==> config.mk <==
export PLATFORM = sky130hd
export DESIGN_NAME = cpu_run_controller_flat
export DESIGN_NICKNAME = d
export VERILOG_FILES = /design/src/rtl/cpu_run_controller_if.sv /design/src/rtl/cpu_run_controller.sv /design/src/flat_wrapper.sv
export SDC_FILE = /design/constraint.sdc
export NUM_CORES = 1
export LEC_CHECK = 0
export ABC_AREA = 1
export BUFFER_PORTS_ARGS = -buffer_cell sky130_fd_sc_hd__buf_2
export CORE_UTILIZATION = 55
export CTS_BUF_LIST = sky130_fd_sc_hd__clkbuf_4 sky130_fd_sc_hd__clkbuf_8 sky130_fd_sc_hd__clkbuf_16
export DETAILED_ROUTE_END_ITERATION = 6
export PLACE_DENSITY_LB_ADDON = 0.3
export SYNTH_ARGS = -nofsm -noshare
export SYNTH_HDL_FRONTEND = slang
export SYNTH_SLANG_ARGS = --single-unit
==> constraint.sdc <==
create_clock -name clk -period 3.72 [get_ports clk]
set_clock_uncertainty 0.15 [all_clocks]
set_input_delay 0.186 -clock clk [delete_from_list [all_inputs] [get_ports clk]]
set_output_delay 0.186 -clock clk [all_outputs]
set_load 0.01 [all_outputs]
==> src/rtl/cpu_run_controller_if.sv <==
// Signal bundle between the RV32 core/board and the run/halt/step controller.
// The master side is the core plus board I/O; the slave side is the controller.
interface cpu_run_controller_if #(
   parameter int CNT_W = 32
);
   logic             run_sw;
   logic             step_btn;
   logic             bp_en;
   logic [31:0]      bp_addr;
   logic [31:0]      pc;
   logic [31:0]      inst;
   logic             cnt_clr;
   logic             cpu_en;
   logic [1:0]       state;
   logic             halted;
   logic [1:0]       halt_cause;
   logic [CNT_W-1:0] retire_cnt;

   modport master (
      output run_sw, step_btn, bp_en, bp_addr, pc, inst, cnt_clr,
      input  cpu_en, state, halted, halt_cause, retire_cnt
   );

   modport slave (
      input  run_sw, step_btn, bp_en, bp_addr, pc, inst, cnt_clr,
      output cpu_en, state, halted, halt_cause, retire_cnt
   );
endinterface

==> src/rtl/cpu_run_controller.sv <==
// Run/halt/single-step sequencer for the single-cycle RV32 core: gates commits via
// cpu_en, traps on PC breakpoint and EBREAK, debounces the step button, counts retires.
module cpu_run_controller #(
   parameter int CNT_W      = 32,
   parameter int DEB_CYCLES = 16
) (
   input logic                 clk,
   input logic                 rst,
   cpu_run_controller_if.slave bus
);

   typedef enum logic [1:0] {
      StHalt = 2'b00,
      StRun  = 2'b01,
      StStep = 2'b10,
      StBrk  = 2'b11
   } runState_e;

   localparam logic [31:0]      EbreakInst  = 32'h0010_0073;
   localparam logic [15:0]      DebLast     = 16'(DEB_CYCLES - 1);
   localparam logic [CNT_W-1:0] CntOne      = CNT_W'(1);
   localparam logic [1:0]       CauseNone   = 2'b00;
   localparam logic [1:0]       CauseUser   = 2'b01;
   localparam logic [1:0]       CauseBp     = 2'b10;
   localparam logic [1:0]       CauseEbreak = 2'b11;

   logic             runMeta_q;
   logic             runSync_q;
   logic             stepMeta_q;
   logic             stepSync_q;
   logic [15:0]      debCnt_q;
   logic [15:0]      debCnt_d;
   logic             debLvl_q;
   logic             debLvl_d;
   logic             debLvlPrev_q;
   runState_e        state_q;
   logic             halted_q;
   logic [1:0]       haltCause_q;
   logic [CNT_W-1:0] retireCnt_q;

   logic ebreakHit;
   logic bpHit;
   logic stepPulse;
   logic cpuEn;

   always_ff @(posedge clk or posedge rst) begin
      if (rst) begin
         runMeta_q  <= 1'b0;
         runSync_q  <= 1'b0;
         stepMeta_q <= 1'b0;
         stepSync_q <= 1'b0;
      end else begin
         runMeta_q  <= bus.run_sw;
         runSync_q  <= runMeta_q;
         stepMeta_q <= bus.step_btn;
         stepSync_q <= stepMeta_q;
      end
   end

   // The level only flips after DEB_CYCLES consecutive samples disagreeing with it.
   always_comb begin
      debCnt_d = debCnt_q;
      debLvl_d = debLvl_q;
      if (stepSync_q == debLvl_q) begin
         debCnt_d = '0;
      end else if (debCnt_q == DebLast) begin
         debLvl_d = stepSync_q;
         debCnt_d = '0;
      end else begin
         debCnt_d = debCnt_q + 16'd1;
      end
   end

   always_ff @(posedge clk or posedge rst) begin
      if (rst) begin
         debCnt_q     <= '0;
         debLvl_q     <= 1'b0;
         debLvlPrev_q <= 1'b0;
      end else begin
         debCnt_q     <= debCnt_d;
         debLvl_q     <= debLvl_d;
         debLvlPrev_q <= debLvl_q;
      end
   end

   assign stepPulse = debLvl_q & ~debLvlPrev_q;
   assign ebreakHit = (bus.inst == EbreakInst);
   assign bpHit     = bus.bp_en && (bus.pc == bus.bp_addr);

   always_comb begin
      cpuEn = 1'b0;
      unique case (state_q)
         StRun:   cpuEn = ~ebreakHit & ~bpHit & runSync_q;
         StStep:  cpuEn = ~ebreakHit;
         default: cpuEn = 1'b0;
      endcase
   end

   // STEP ignores the breakpoint so the user can step off it; a pending step
   // pulse outside HALT/BRK is simply dropped.
   always_ff @(posedge clk or posedge rst) begin
      if (rst) begin
         state_q     <= StHalt;
         halted_q    <= 1'b1;
         haltCause_q <= CauseNone;
      end else begin
         unique case (state_q)
            StHalt: begin
               if (runSync_q) begin
                  state_q     <= StRun;
                  halted_q    <= 1'b0;
                  haltCause_q <= CauseNone;
               end else if (stepPulse) begin
                  state_q     <= StStep;
                  halted_q    <= 1'b0;
                  haltCause_q <= CauseNone;
               end
            end
            StRun: begin
               if (ebreakHit) begin
                  state_q     <= StBrk;
                  halted_q    <= 1'b1;
                  haltCause_q <= CauseEbreak;
               end else if (bpHit) begin
                  state_q     <= StBrk;
                  halted_q    <= 1'b1;
                  haltCause_q <= CauseBp;
               end else if (!runSync_q) begin
                  state_q     <= StHalt;
                  halted_q    <= 1'b1;
                  haltCause_q <= CauseUser;
               end
            end
            StStep: begin
               halted_q <= 1'b1;
               if (ebreakHit) begin
                  state_q     <= StBrk;
                  haltCause_q <= CauseEbreak;
               end else begin
                  state_q <= StHalt;
               end
            end
            StBrk: begin
               if (stepPulse) begin
                  state_q     <= StStep;
                  halted_q    <= 1'b0;
                  haltCause_q <= CauseNone;
               end else if (!runSync_q) begin
                  state_q <= StHalt;
               end
            end
            default: begin
               state_q  <= StHalt;
               halted_q <= 1'b1;
            end
         endcase
      end
   end

   always_ff @(posedge clk or posedge rst) begin
      if (rst) begin
         retireCnt_q <= '0;
      end else if (bus.cnt_clr) begin
         retireCnt_q <= '0;
      end else if (cpuEn) begin
         retireCnt_q <= retireCnt_q + CntOne;
      end
   end

   assign bus.cpu_en     = cpuEn;
   assign bus.state      = state_q;
   assign bus.halted     = halted_q;
   assign bus.halt_cause = haltCause_q;
   assign bus.retire_cnt = retireCnt_q;

endmodule

==> src/flat_wrapper.sv <==
// flat-port wrapper written by rule: the top's interface ports become plain ports
module cpu_run_controller_flat 
#(
   parameter int CNT_W      = 32,
   parameter int DEB_CYCLES = 16
)
  (clk, rst, bus_run_sw, bus_step_btn, bus_bp_en, bus_bp_addr, bus_pc, bus_inst, bus_cnt_clr, bus_cpu_en, bus_state, bus_halted, bus_halt_cause, bus_retire_cnt);
  cpu_run_controller_if #(.CNT_W(CNT_W)) bus_i ();
  input logic clk;
  input logic rst;
  input wire logic [$bits(bus_i.run_sw)-1:0] bus_run_sw;
  input wire logic [$bits(bus_i.step_btn)-1:0] bus_step_btn;
  input wire logic [$bits(bus_i.bp_en)-1:0] bus_bp_en;
  input wire logic [$bits(bus_i.bp_addr)-1:0] bus_bp_addr;
  input wire logic [$bits(bus_i.pc)-1:0] bus_pc;
  input wire logic [$bits(bus_i.inst)-1:0] bus_inst;
  input wire logic [$bits(bus_i.cnt_clr)-1:0] bus_cnt_clr;
  output wire logic [$bits(bus_i.cpu_en)-1:0] bus_cpu_en;
  output wire logic [$bits(bus_i.state)-1:0] bus_state;
  output wire logic [$bits(bus_i.halted)-1:0] bus_halted;
  output wire logic [$bits(bus_i.halt_cause)-1:0] bus_halt_cause;
  output wire logic [$bits(bus_i.retire_cnt)-1:0] bus_retire_cnt;
  assign bus_i.run_sw = bus_run_sw;
  assign bus_i.step_btn = bus_step_btn;
  assign bus_i.bp_en = bus_bp_en;
  assign bus_i.bp_addr = bus_bp_addr;
  assign bus_i.pc = bus_pc;
  assign bus_i.inst = bus_inst;
  assign bus_i.cnt_clr = bus_cnt_clr;
  assign bus_cpu_en = bus_i.cpu_en;
  assign bus_state = bus_i.state;
  assign bus_halted = bus_i.halted;
  assign bus_halt_cause = bus_i.halt_cause;
  assign bus_retire_cnt = bus_i.retire_cnt;
  cpu_run_controller #(.CNT_W(CNT_W), .DEB_CYCLES(DEB_CYCLES)) u_core (.clk(clk), .rst(rst), .bus(bus_i));
endmodule
==> flow_summary.json <==
{
  "cts_tree": "done",
  "ios": 140,
  "rsz0062_at_grt": "no",
  "hold_viol": 0,
  "floorplan.initialDensity_pct": 56.8,
  "yosysWarningCount": 0,
  "nNetsFinal": 966,
  "start_kind": "flip-flop",
  "postRouteAntennaNets": 0,
  "cap_violations": 0,
  "clkSinkCount": 59,
  "wl_per_cell_um": 12.9,
  "fin_crit_ns": 2.69,
  "gp_congestion": 0.953,
  "drtIter0Drc": 252,
  "n_antenna_cell": 0,
  "hold_path_class": "flip-flop to flip-flop",
  "fmax_mhz": 372,
  "synth_nets": 829,
  "synth_seq_cells": 59,
  "hpwl_um": 9450,
  "worst_pin_slew_ns": 0.991,
  "grt_remaining_overflow": 0,
  "final_max_slew_viol_count": 0,
  "setup_violations": 0,
  "fillers": 738,
  "holdPathStages": 0,
  "finalSetupTns_ns": 0,
  "clockRootBuffer": "clkbuf_8",
  "die_area_um2": 8860,
  "leakage_nw": 3.23,
  "endpoint_kind": "primary output",
  "final_common_cell": "nand2_1",
  "grt_pass1_wl_um": 20400,
  "worstRegToRegCells": 9,
  "clkTransAtPathRegs_ns": 0.07,
  "core-area_um2": 8220,
  "finalCritPeriodShare_pct": 72.3,
  "layout-drive-gt1-share_pct": 23.2,
  "grt_use_total_pct": 29.3,
  "power.total_mw": 2.14,
  "grt_max_degree": 65,
  "cts_buffers": 9,
  "worstPathArrival_ns": 2.35,
  "die_width_um": 94.1,
  "rows": 33,
  "synth_area_per_cell_um2": 6.48,
  "yosysUniqueCellTypes": 37,
  "grt_pass1_vias": 4733,
  "synthCells": 720,
  "layout_common_cells": "nand2_1 (196), buf_2 (139), inv_1 (118), nor2_1 (86), dfrtp_1 (58)",
  "worst_slack_ns": 1.03,
  "fp.dieH_um": 94.1,
  "insertion_delay_ns": 0.35,
  "htreeDepth": 3,
  "io_buffers": 139,
  "synthesis.area_um2": 4670,
  "status": "complete, no violations",
  "relSlewSlack_pct": 33.9,
  "powerDensity_nw_per_um2": 378,
  "first_pass_iters": 5,
  "path_max_fanout": 36,
  "crit_type": "flip-flop to primary output",
  "drc": 0,
  "crit_required_ns": 3.38,
  "clock_path_buffers": 2,
  "ys_seq_area_share_pct": 31.7,
  "antenna_found_initial": 0,
  "routed_via_density": 5.14,
  "drt_wl_total_um": 12500,
  "area_delta_synth_final_pct": 21.4,
  "cts-resized-gates": 0,
  "ir_drop_v": 0.000243,
  "vias": 4971,
  "place_ws_ns": 1.42
}
-- registers in the layout (all words and copies together) (netlist names), 2 cells and up --
register and cells:
u_core.bus.halt_cause 2, u_core.debCnt_q 16, u_core.bus.state 2, u_core.bus.retire_cnt 32
-- worst max-delay path: stages (launching register included) --
cell     delay (ns)
dfrtp_1        0.46
inv_1          0.13
ha_1           0.25
nand2_1        0.08
inv_1          0.07
nand3_2        0.11
nand2_4        0.33
nand2_4        0.31
inv_1          0.11
buf_2          0.13
-- report_power, final --
part | internal (mW) | total, mW | switching [mW]
Combinational | 0.222 | 0.742 | 0.521
Sequential | 0.686 | 0.733 | 0.0475
Clock | 0.383 | 0.668 | 0.285
-- per-layer routing --
metal / global-route usage, % / part of all wire (%)
met3: 5.10 / 5.5
met4: 11.9 / 2.5
met2: 55.2 / 52
met5: 0 / 0
met1: 32.1 / 40
-- worst paths after layout --
check	from	endpoint	slack [ns]
setup / recovery	u_core.bus.state[1]	bus_cpu_en	1.03
hold / removal	u_core.stepMeta_q	u_core.stepSync_q	0.20
setup reg to reg	u_core.bus.state[1]	u_core.bus.retire_cnt[26]	1.43
hold reg to reg	u_core.stepMeta_q	u_core.stepSync_q	0.20
max in group asynchronous	rst	u_core.bus.retire_cnt[24]	2.23
min in group asynchronous	rst	u_core.debLvlPrev_q	0.32
-- kinds of logic (layout without fill, tap and decap cells) --
logic type               after synthesis  after routing  synth area share, %
AO/OA/AOI/OAI                         21             21                 2.44
XOR/XNOR                              37             37                 6.94
adder cells (fa/ha/maj)                7              7                 1.88
buffers and inverters                157            299                 13.3
flip-flops                            59             59                 31.7
AND/OR/NAND/NOR                      439            439                 43.8
-- what timing repair did --
action / in CTS / in global routing
hold endpoints to repair: 28 / 0
buffers inserted: 0 / 0
hold buffers: 3 / 0
-- synthesized netlist by cell type --
cell	n	share of area [%]
or2_2	3	0.40
nor2_2	4	0.54
nand2_1	196	16
buf_1	6	0.48
clkinv_1	10	0.80
dfstp_2	1	0.56
nor2_4	3	0.72
ha_1	7	1.9
a21oi_1	10	1.1
nand2_4	2	0.48
nor4_1	4	0.54
o21ai_0	6	0.64
inv_4	1	0.13
nor3_1	19	2.0
buf_2	4	0.43
buf_6	3	0.72
nor3_2	6	1.3
dfrtp_1	58	31
nor4_2	1	0.27
xnor2_1	11	2.1
nor3b_1	3	0.48
nand3_1	51	5.5
o21bai_1	1	0.16
nand3b_1	1	0.16
clkbuf_1	5	0.40
xor2_1	26	4.9
nand3_2	2	0.43
nor3_4	2	0.70
inv_2	9	0.72
nor3b_2	1	0.27
o21ai_1	3	0.32
o21bai_2	1	0.24
nor2_1	86	6.9
and3_1	1	0.13
inv_1	119	9.6
nand4_1	48	6.4
nand2_2	6	0.80
-- through the flow --
stage	area, um^2	hold WS, ns	instances	utilization (%)
floorplan	4670	0.0674	720	-
global placement	5420	0.124	948	65.9
detailed placement	5420	0.135	948	65.9
CTS	5670	0.203	967	69.0
global route	5670	0.210	967	69.0
finish	5670	0.203	967	69.0
-- area by class of cell --
class	count	area [um^2]	share of cell area, %
well taps	105	131	2.32
flip-flops and latches	59	1480	26.1
repair buffers	144	741	13.1
clock inverters	7	100	1.77
multi-input cells	504	2570	45.4
clock buffers	9	124	2.18
inverters	139	524	9.25
(Power assumes the default switching activity.)
